File: src/rtl/xtool_pkg.sv
// xtool_pkg: shared width helpers for the sliding accumulator slice
// clog2/flog2 are ceiling/floor log2; cw/ww/ow derive the channel, window and sum widths
package xtool_pkg;
  localparam int BWID_DEF = 16;
  localparam int MAXWIN_DEF = 64;
  localparam int NCH_DEF = 4;
  function automatic int clog2(input int n);
    int r = 0;
    while ((1 << r) < n) r++;
    return r;
  endfunction
  function automatic int flog2(input logic [31:0] n);
    int r = 0;
    for (int i = 0; i < 32; i++) if (n[i]) r = i;
    return r;
  endfunction
  function automatic int cw(input int nch);
    return nch > 1 ? clog2(nch) : 1;
  endfunction
  function automatic int ww(input int maxwin);
    return clog2(maxwin) + 1;
  endfunction
  function automatic int ow(input int bwid, input int maxwin);
    return bwid + clog2(maxwin);
  endfunction
endpackage

File: src/rtl/xslideaccum_mc_if.sv
// xslideaccum_mc_if: sample/result bus of the sliding accumulator
// master drives iv_data, i_ch, i_nd, iv_win, i_win_ld; slave drives ov_data, ov_ch, o_dv, o_full
// XSLIDEACCUM_MC_MEAN_EN adds ov_mean (slave output)
interface xslideaccum_mc_if import xtool_pkg::*; #(
  parameter int BWID = BWID_DEF,
  parameter int MAXWIN = MAXWIN_DEF,
  parameter int NCH = NCH_DEF
);
  logic [BWID-1:0] iv_data;
  logic [cw(NCH)-1:0] i_ch;
  logic i_nd;
  logic [ww(MAXWIN)-1:0] iv_win;
  logic i_win_ld;
  logic [ow(BWID, MAXWIN)-1:0] ov_data;
  logic [cw(NCH)-1:0] ov_ch;
  logic o_dv;
  logic o_full;
`ifdef XSLIDEACCUM_MC_MEAN_EN
  logic [BWID-1:0] ov_mean;
  modport master (output iv_data, i_ch, i_nd, iv_win, i_win_ld, input ov_data, ov_ch, o_dv, o_full, ov_mean);
  modport slave (input iv_data, i_ch, i_nd, iv_win, i_win_ld, output ov_data, ov_ch, o_dv, o_full, ov_mean);
`else
  modport master (output iv_data, i_ch, i_nd, iv_win, i_win_ld, input ov_data, ov_ch, o_dv, o_full);
  modport slave (input iv_data, i_ch, i_nd, iv_win, i_win_ld, output ov_data, ov_ch, o_dv, o_full);
`endif
endinterface

File: src/rtl/xslideaccum_ram.sv
// xslideaccum_ram: simple dual-port read-first history memory, 1-clk read latency
// clk; we/waddr/wdata write port; raddr/rdata read port (same-address read returns the old word)
module xslideaccum_ram #(
  parameter int DW = 16,
  parameter int DEPTH = 256,
  parameter int AW = 8
) (
  input  logic          clk,
  input  logic          we,
  input  logic [AW-1:0] waddr,
  input  logic [DW-1:0] wdata,
  input  logic [AW-1:0] raddr,
  output logic [DW-1:0] rdata
);
  logic [DW-1:0] mem [DEPTH];
  always_ff @(posedge clk) begin
    rdata <= mem[raddr];
    if (we) mem[waddr] <= wdata;
  end
endmodule

File: src/rtl/xslideaccum_mc.sv
// xslideaccum_mc: time-interleaved per-channel sliding-window sum, 2-clk latency, 1 sample/clk
// clk, rst : clock and synchronous active-high reset (behaves as a window load of MAXWIN)
// bus      : xslideaccum_mc_if.slave, samples/window load in, window sums out
// XSLIDEACCUM_MC_MEAN_EN adds bus.ov_mean = window sum shifted right by floor(log2(WIN))
module xslideaccum_mc import xtool_pkg::*; #(
  parameter int BWID = BWID_DEF,
  parameter int MAXWIN = MAXWIN_DEF,
  parameter int NCH = NCH_DEF,
  parameter int SIGNED = 1
) (
  input logic clk,
  input logic rst,
  xslideaccum_mc_if.slave bus
);
  localparam int CW = cw(NCH);
  localparam int WW = ww(MAXWIN);
  localparam int OW = ow(BWID, MAXWIN);
  localparam int PW = clog2(MAXWIN);
  localparam int AW = clog2(NCH) + PW;
  localparam int NS = 2 ** CW;
  logic clr, nd;
  logic [CW-1:0] ch, s1_ch, out_ch;
  logic [WW-1:0] win, win_req, fill_c, fill_n;
  logic [WW-1:0] fill [NS];
  logic [PW-1:0] ptr [NS];
  logic [PW-1:0] ptr_c, ptr_n;
  logic [OW-1:0] sum [NS];
  logic [OW-1:0] sum_n, out_data;
  logic [BWID-1:0] s1_new, rdata, old;
  logic [AW-1:0] addr;
  logic s1_v, s1_old_ok, s1_full, out_dv, out_full;
  logic signed [BWID:0] diff;
  function automatic logic [BWID:0] ext(input logic [BWID-1:0] x);
    return SIGNED != 0 ? {x[BWID-1], x} : {1'b0, x};
  endfunction
  // The slot under the pointer holds the sample leaving the window; until the
  // channel has seen WIN samples that slot is stale and counts as zero.
  always_comb begin
    clr = rst | bus.i_win_ld;
    nd = bus.i_nd & ~clr;
    ch = NCH > 1 ? bus.i_ch : '0;
    win_req = rst ? WW'(MAXWIN) : bus.iv_win == '0 ? WW'(1) : bus.iv_win > WW'(MAXWIN) ? WW'(MAXWIN) : bus.iv_win;
    ptr_c = ptr[ch];
    fill_c = fill[ch];
    ptr_n = WW'(ptr_c) == win - WW'(1) ? '0 : ptr_c + 1'b1;
    fill_n = fill_c == win ? fill_c : fill_c + 1'b1;
    addr = AW'({ch, ptr_c});
    old = s1_old_ok ? rdata : '0;
    diff = ext(s1_new) - ext(old);
    sum_n = sum[s1_ch] + OW'(diff);
  end
  xslideaccum_ram #(.DW(BWID), .DEPTH(NCH * MAXWIN), .AW(AW)) u_ram (
    .clk(clk),
    .we(nd),
    .waddr(addr),
    .wdata(bus.iv_data),
    .raddr(addr),
    .rdata(rdata)
  );
  // Pointer/fill advance at issue and the sum updates in a single cycle at
  // completion, so same-channel back-to-back samples always see fresh state.
  always_ff @(posedge clk) begin
    if (clr) begin
      win <= win_req;
      for (int i = 0; i < NS; i++) begin
        ptr[i] <= '0;
        fill[i] <= '0;
        sum[i] <= '0;
      end
      s1_v <= 1'b0;
      out_dv <= 1'b0;
      if (rst) begin
        out_data <= '0;
        out_ch <= '0;
        out_full <= 1'b0;
      end
    end else begin
      s1_v <= nd;
      out_dv <= s1_v;
      if (nd) begin
        ptr[ch] <= ptr_n;
        fill[ch] <= fill_n;
        s1_ch <= ch;
        s1_new <= bus.iv_data;
        s1_old_ok <= fill_c == win;
        s1_full <= fill_n == win;
      end
      if (s1_v) begin
        sum[s1_ch] <= sum_n;
        out_data <= sum_n;
        out_ch <= s1_ch;
        out_full <= s1_full;
      end
    end
  end
  assign bus.ov_data = out_data;
  assign bus.ov_ch = out_ch;
  assign bus.o_dv = out_dv;
  assign bus.o_full = out_full;
`ifdef XSLIDEACCUM_MC_MEAN_EN
  assign bus.ov_mean = BWID'(SIGNED != 0 ? $unsigned($signed(out_data) >>> flog2(32'(win))) : out_data >> flog2(32'(win)));
`endif
endmodule

File: src/flat_wrapper.sv
// flat-port wrapper written by rule: the top's interface ports become plain ports
module xslideaccum_mc_flat import xtool_pkg::*;
#(
  parameter int BWID = BWID_DEF,
  parameter int MAXWIN = MAXWIN_DEF,
  parameter int NCH = NCH_DEF,
  parameter int SIGNED = 1
)
  (clk, rst, bus_iv_data, bus_i_ch, bus_i_nd, bus_iv_win, bus_i_win_ld, bus_ov_data, bus_ov_ch, bus_o_dv, bus_o_full);
  xslideaccum_mc_if #(.BWID(BWID), .MAXWIN(MAXWIN), .NCH(NCH)) bus_i ();
  input logic clk;
  input logic rst;
  input wire logic [$bits(bus_i.iv_data)-1:0] bus_iv_data;
  input wire logic [$bits(bus_i.i_ch)-1:0] bus_i_ch;
  input wire logic [$bits(bus_i.i_nd)-1:0] bus_i_nd;
  input wire logic [$bits(bus_i.iv_win)-1:0] bus_iv_win;
  input wire logic [$bits(bus_i.i_win_ld)-1:0] bus_i_win_ld;
  output wire logic [$bits(bus_i.ov_data)-1:0] bus_ov_data;
  output wire logic [$bits(bus_i.ov_ch)-1:0] bus_ov_ch;
  output wire logic [$bits(bus_i.o_dv)-1:0] bus_o_dv;
  output wire logic [$bits(bus_i.o_full)-1:0] bus_o_full;
  assign bus_i.iv_data = bus_iv_data;
  assign bus_i.i_ch = bus_i_ch;
  assign bus_i.i_nd = bus_i_nd;
  assign bus_i.iv_win = bus_iv_win;
  assign bus_i.i_win_ld = bus_i_win_ld;
  assign bus_ov_data = bus_i.ov_data;
  assign bus_ov_ch = bus_i.ov_ch;
  assign bus_o_dv = bus_i.o_dv;
  assign bus_o_full = bus_i.o_full;
  xslideaccum_mc #(.BWID(BWID), .MAXWIN(MAXWIN), .NCH(NCH), .SIGNED(SIGNED)) u_core (.clk(clk), .rst(rst), .bus(bus_i));
endmodule
File: config.mk
export PLATFORM = sky130hd
export DESIGN_NAME = xslideaccum_mc_flat
export DESIGN_NICKNAME = d
export VERILOG_FILES = /design/src/rtl/xtool_pkg.sv /design/src/rtl/xslideaccum_mc_if.sv /design/src/rtl/xslideaccum_ram.sv /design/src/rtl/xslideaccum_mc.sv /design/src/flat_wrapper.sv
export SDC_FILE = /design/constraint.sdc
export NUM_CORES = 2
export LEC_CHECK = 0
export BUFFER_PORTS_ARGS = -buffer_cell sky130_fd_sc_hd__buf_4
export CORE_MARGIN = 2
export CORE_UTILIZATION = 35
export DETAILED_ROUTE_END_ITERATION = 12
export GPL_TIMING_DRIVEN = 0
export PLACE_DENSITY = 0.55
export REMOVE_ABC_BUFFERS = 1
export SKIP_LAST_GASP = 1
export SYNTH_ARGS = -nofsm -noshare
export SYNTH_HDL_FRONTEND = slang
export SYNTH_MEMORY_MAX_BITS = 65536
export SYNTH_SLANG_ARGS = --single-unit
File: constraint.sdc
create_clock -name clk -period 8.6 [get_ports clk]
set_input_delay 1.72 -clock clk [delete_from_list [all_inputs] [get_ports clk]]
set_output_delay 1.72 -clock clk [all_outputs]
set_load 0.05 [all_outputs]
Word level (Yosys, flattened, before mapping). Memories as Yosys holds them, arrays and structs flattened. A register that Yosys moved wholly into a read port is not among the register bits. Index checks and enable logic that the tools add are counted.

Muxes and demuxes: 33. Bitwise gates (word level): 3. Reduce and logical (&&, ||, !) cells: 8. Eq/ne operators: 4. Order comparisons: 1. $add $sub $neg: 5.

Operators by type and width (count): 22-bit two-way mux (4); 7-bit two-way mux (4); 22-bit adder (1); 22-bit OR reduction (1); 16-bit by 16-bit subtractor with 17-bit output (1); 16-bit two-way mux (1); 1-bit two-way mux (15); 7-bit equality test (2); 2-bit two-way mux (7); 6-bit two-way mux (2); 7-bit by 1-bit adder with 7-bit output, second input constant (1); 6-bit by 7-bit equality test with 1-bit output (1); 7-bit > comparator, second input constant (1); 7-bit zero test (1); 7-bit OR reduction (1); 7-bit by 1-bit subtractor with 7-bit output, second input constant (1); 6-bit by 1-bit adder with 6-bit output, second input constant (1); 6-bit OR reduction (1); 2-bit AND reduction (2); 3-bit OR reduction (1); 2-bit != test, second input constant (1); 2-bit nonzero test (1); 1-bit AND (1); 1-bit inverter (1); 1-bit OR (1).

Memories: 4. Input bits: 29. Bits in registers: 54. Memory bits (writable): 4236. Word-level logic and storage cells: 69. Output and inout bits: 26.

Memory list: u_core.u_ram.mem (depth 256, bits a word 16, rd ports 1, clocked after memory_dff 1, wr ports 1, RTL line xslideaccum_ram.sv:15) `logic [DW-1:0] mem [DEPTH];`; u_core.sum (depth 4, bits a word 22, rd ports 1, clocked after memory_dff 1, wr ports 4, RTL line xslideaccum_mc.sv:27) `logic [OW-1:0] sum [NS];`; u_core.fill (depth 4, bits a word 7, rd ports 1, clocked after memory_dff 0, wr ports 4, RTL line xslideaccum_mc.sv:24) `logic [WW-1:0] fill [NS];`; u_core.ptr (depth 4, bits a word 6, rd ports 1, clocked after memory_dff 0, wr ports 4, RTL line xslideaccum_mc.sv:25) `logic [PW-1:0] ptr [NS];`.

Logic depth before layout (Yosys ltp).
Depth after elaboration: 8. Depth in mapped cells: 19.

Hierarchy. From an unflattened synthesis, not the netlist that was laid out.

Cell total of the unflattened synthesis: 8181. Area, all modules: 168889.5 µm².

By module, submodules not included: xslideaccum_ram (sequential area each 123318.3 µm², cells an instance 7360, instances 1, area each 158714.7 µm²); xslideaccum_mc (sequential area each 5845.6 µm², cells an instance 821, instances 1, area each 10174.8 µm²).

Worst setup path before layout. OpenSTA, ideal clock, no wires.

Kind: input -> register. Start: input port bus_i_ch[1]. End: memory u_core.u_ram.mem[111][0] (enable). Path buffers: 9. Arrival time: 5259 ps. Path slack: 2953 ps. Library setup time: 388 ps. Cell stages on the path: 15. Cell sequence: buf_6 -> mux2i_1 -> mux2_2 -> inv_2 -> buf_4 -> buf_2 -> buf_2 -> buf_2 -> buf_2 -> buf_1 -> ha_1 -> clkbuf_1 -> nand3_1 -> clkbuf_1 -> nor2_1.

Cells in the longest elaborated chain, start to end: 1.

RTL lines: from (decl) (RTL line flat_wrapper.sv:14) `input wire logic [$bits(bus_i.i_ch)-1:0] bus_i_ch;`; memory 4 x 6 bit; to (decl) (RTL line xslideaccum_ram.sv:15).

Parallel ways exist; a longest one is shown, timed or not.

Worst setup path after layout.
Start: input port bus_i_ch[1]. End: register u_core.u_ram.rdata[1] (read register of u_core.u_ram.mem).

Cells in the longest elaborated chain, start to end: 1.

RTL lines: memory 4 x 6 bit; to (decl) (RTL line xslideaccum_ram.sv:13) `output logic [DW-1:0] rdata`.

Parallel ways exist; a longest one is shown, timed or not. A chain may end at the register's enable or synchronous reset.

==> metrics.md <==
| Metric | Value |
|---|---|
| Layout net count | 9019 |
| Synth warnings | 0 |
| Critical path required time | 9.22 ns |
| CTS Buf Count | 432 |
| Clock insertion delay at the later pin of the skew report | 1.03 ns |
| Setup slack after layout | 0.0959 ns |
| Final Cycle Share | 0.989 |
| Worst VDD drop | 0.219 mV |
| Flops & latches, synth | 4308 |
| Die Area | 488000 um^2 |
| Post-Syn Area | 169000 um^2 |
| Core box area | 481000 um^2 |
| Setup crit end kind | register |
| CP Launch Type | input port |
| Worst r2r path cells | 12 |
| Clk sink count | 4308 |
| Reg clk slew, reported paths | 0.06 ns |
| Largest net degree at the start of global routing | 138 |
| Worst Path Buf+Inv | 5 |
| Post-cts gate resize count | 0 |
| CP most frequent cell | buf_16 |
| Total gr overflow | 0 |
| CTS Buffer Depth | 4 |
| Port bufs | 54 |
| Max Slew Vio Count | 30 |
| H-tree depth | 5 |
| Hold Fails Final Rpt | 0 |
| Synthesized instance count | 8550 |
| Post-synthesis mux area share | 0.132 |
| Worst path arrival time | 9.13 ns |
| Vias in the first global route | 88900 |
| XOR/XNOR Fraction of Synth Area | 0.00315 |
| Avg WL per Cell | 37.0 um |
| Post-synth EDFFs | 4288 |
| Critical Path Fanout Max | 127 |
| Critical-path cell list | buf_4 > mux2i_1 > mux2_8 > inv_16 > buf_16 > buf_16 > buf_16 > mux4_2 > a22oi_1 > o22ai_1 > or4_1 > nor4_1 > nand4b_1 |
| # DRC | 0 |
| Post-DRT Antenna Nets | 0 |
| Sequential fraction of the synthesis area | 0.764 |
| Pwr Total | 45.8 mW |
| Kind of critical path | in -> reg |
| Clk_skew | 0.0814 ns |
| Stages on worst setup path | 13 |
| Period minus WS final | 8.50 ns |
| Main combinational cell family by area after synthesis | multiplexers |
| Initial antenna violation count | 48 |
| Post-CTS Hold Fix Bufs | 0 |
| Die Y | 699 um |
| Footprint of the multi-input gates | 38100 um^2 |
| R2R setup slack | 1.23 ns |
| Worst slack at placement | -0.929 ns |
| Initial DRT Pass Iterations | 6 |
| Ys async rst share | 0 |
| Reg2reg end | u_core.u_ram.rdata[1] |
| Total track usage | 0.233 |
| Starting Density | 0.351 |
| Cell family with most CP delay | buffers and inverters |
| # fillers | 41900 |
| Die W | 699 um |
| Distinct cells, synth | 87 |
| P_leak | 60.6 nW |
| Root Driver | clkbuf_16 |
| Fmax | 118 MHz |
| Synth Area per Inst | 19.8 um^2 |
| Status | complete, but fails checks |
| Final WL | 583 mm |
| Via-to-Cell Ratio | 5.87 |
| DRT iter0 DRCs | 14700 |
| Register area | 129000 um^2 |
| Via count | 92500 |
| DP HPWL | 386 mm |
| PD cells | 232 nW/um^2 |
| Compound-cell area share of the yosys netlist | 0.0348 |
| CP max stage delay | 0.80 ns |
| Failing checks | max-capacitance violations, max-slew violations |
| Max cap viols | 3 |
| Rel. slew slack | -0.227 |
| Simple-Gate Fraction of Synth Area | 0.0439 |
| Worst setup path end | u_core.u_ram.rdata[1] |
| Num ports | 55 |
| Layout cells sized above 1 | 0.244 |
| Ys flop type | edfxtp_1 |
| RePlAce Congestion | 0.902 |
| Postcts setup bufs | 0 |
| Worst min path class | reg -> reg |
| Synth Area in Adders | 0.00387 |
| Critical-path top delay cell | or4_1 |
| Row count | 255 |
| Critical Path Source | bus_i_ch[1] |
| Area Growth Syn to Fin | 16.8% |
| RSZ-0062 raised after global routing | no |
| Worst r2r src | u_core.ptr[3][0] |
| Final setup viols | 0 |
| Tightest Pin Transition | 1.84 ns |
| CTS tree | done |
| First-pass GRT wire length | 779 mm |
## registers in the layout, indices dropped and copies added, names as in the netlist, named ones only
| signal | count |
|---|---|
| u_core.bus.o_dv | 1 |
| u_core.bus.ov_ch | 2 |
| u_core.sum | 88 |
| u_core.ptr | 24 |
| u_core.win | 7 |
| u_core.s1_v | 1 |
| u_core.fill | 28 |
| u_core.u_ram.rdata | 16 |
| u_core.s1_full | 1 |
| u_core.s1_old_ok | 1 |
| u_core.s1_new | 16 |
| u_core.bus.ov_data | 22 |
| u_core.bus.o_full | 1 |
| u_core.s1_ch | 2 |
| u_core.u_ram.mem | 4096 |
## worst register-to-register path, stage by stage (launching register included)
cell and delay, ns:
edfxtp_1 0.32, mux2i_1 0.08, mux2_8 0.52, inv_16 0.34
buf_16 0.71, buf_16 0.71, buf_16 0.74, mux4_2 0.94
a22oi_1 0.28, o22ai_1 0.10, or4_1 0.80, nor4_1 0.74
nand4b_1 0.71
## synthesized netlist by cell type (77+ instances only)
cell type / n / area [um^2]
edfxtp_1: 4288 / 129000
nand3_1: 198 / 991
nor2_1: 478 / 1790
clkbuf_1: 184 / 691
mux4_2: 875 / 19700
buf_4: 79 / 593
a211oi_1: 77 / 578
nand2_1: 585 / 2200
a21oi_1: 140 / 701
mux2i_1: 250 / 2500
a22oi_1: 153 / 1150
buf_2: 137 / 686
## worst min-delay path by stage
stage,start,endpoint,slack [ns],cells past startpoint
finish,u_core.s1_full,u_core.bus.o_full,0.53,1
global route,u_core.s1_full,u_core.bus.o_full,0.57,1
CTS,u_core.s1_full,u_core.bus.o_full,0.54,1
detailed placement,u_core.s1_full,u_core.bus.o_full,0.52,1
global placement,u_core.s1_full,u_core.bus.o_full,0.54,1
floorplan,u_core.s1_full,u_core.bus.o_full,0.50,1
## cells by family (layout without fill, tap and decap cells)
logic type,count (synthesis),in the layout
flops,4308,4308
compound gates,820,820
xor+xnor,60,60
buf+inv,534,1287
fa+ha+maj,51,51
simple gates,1642,1642
other cells,0,32
mux,1135,1135
## cell type report
| class | instances | share of cell area |
|---|---|---|
| antenna | 32 | 0.000406 |
| clock buffer | 530 | 0.0571 |
| clock inverter | 268 | 0.0127 |
| inverter | 38 | 0.000850 |
| multi-input combinational | 3708 | 0.193 |
| sequential | 4308 | 0.655 |
| tap | 6425 | 0.0407 |
| timing repair buffer | 451 | 0.0409 |
## where the power goes
group / switching [mW] / internal [mW] / total, mW
Sequential: 0.0482 / 23.2 / 23.2
Combinational: 2.73 / 1.26 / 3.99
Clock: 8.27 / 10.3 / 18.6
## routing by layer
layer | global-route usage | routed length [um] | up-vias
met5 | 0 | 181 | -
met4 | 0.127 | 37700 | 24
met3 | 0.0730 | 69600 | 1148
met2 | 0.345 | 257000 | 5747
met1 | 0.305 | 219000 | 49500
li1 | - | - | 36100
## stage by stage
stage	util	hold WS (ns)	cells	cell area (um^2)	setup TNS, ns
after floorplan	-	0.497	8054	166000	-
after global placement	0.363	0.536	14500	175000	-
after detailed placement	0.381	0.522	14900	183000	-3.08
after CTS	0.410	0.537	15700	197000	0
after global routing	0.410	0.572	15700	197000	0
final	0.410	0.530	15800	197000	0
## cell usage in the layout (no fill, tap or decap), types with 130 or more instances in the layout
master,n
nand2_1,582
mux2i_1,249
edfxtp_1,4288
buf_16,130
nand3_1,180
mux4_2,871
nor2_2,236
a22oi_1,152
buf_8,200
nor2_1,218
clkbuf_16,435
a21oi_1,137
Power figures use the tool's default switching activity.
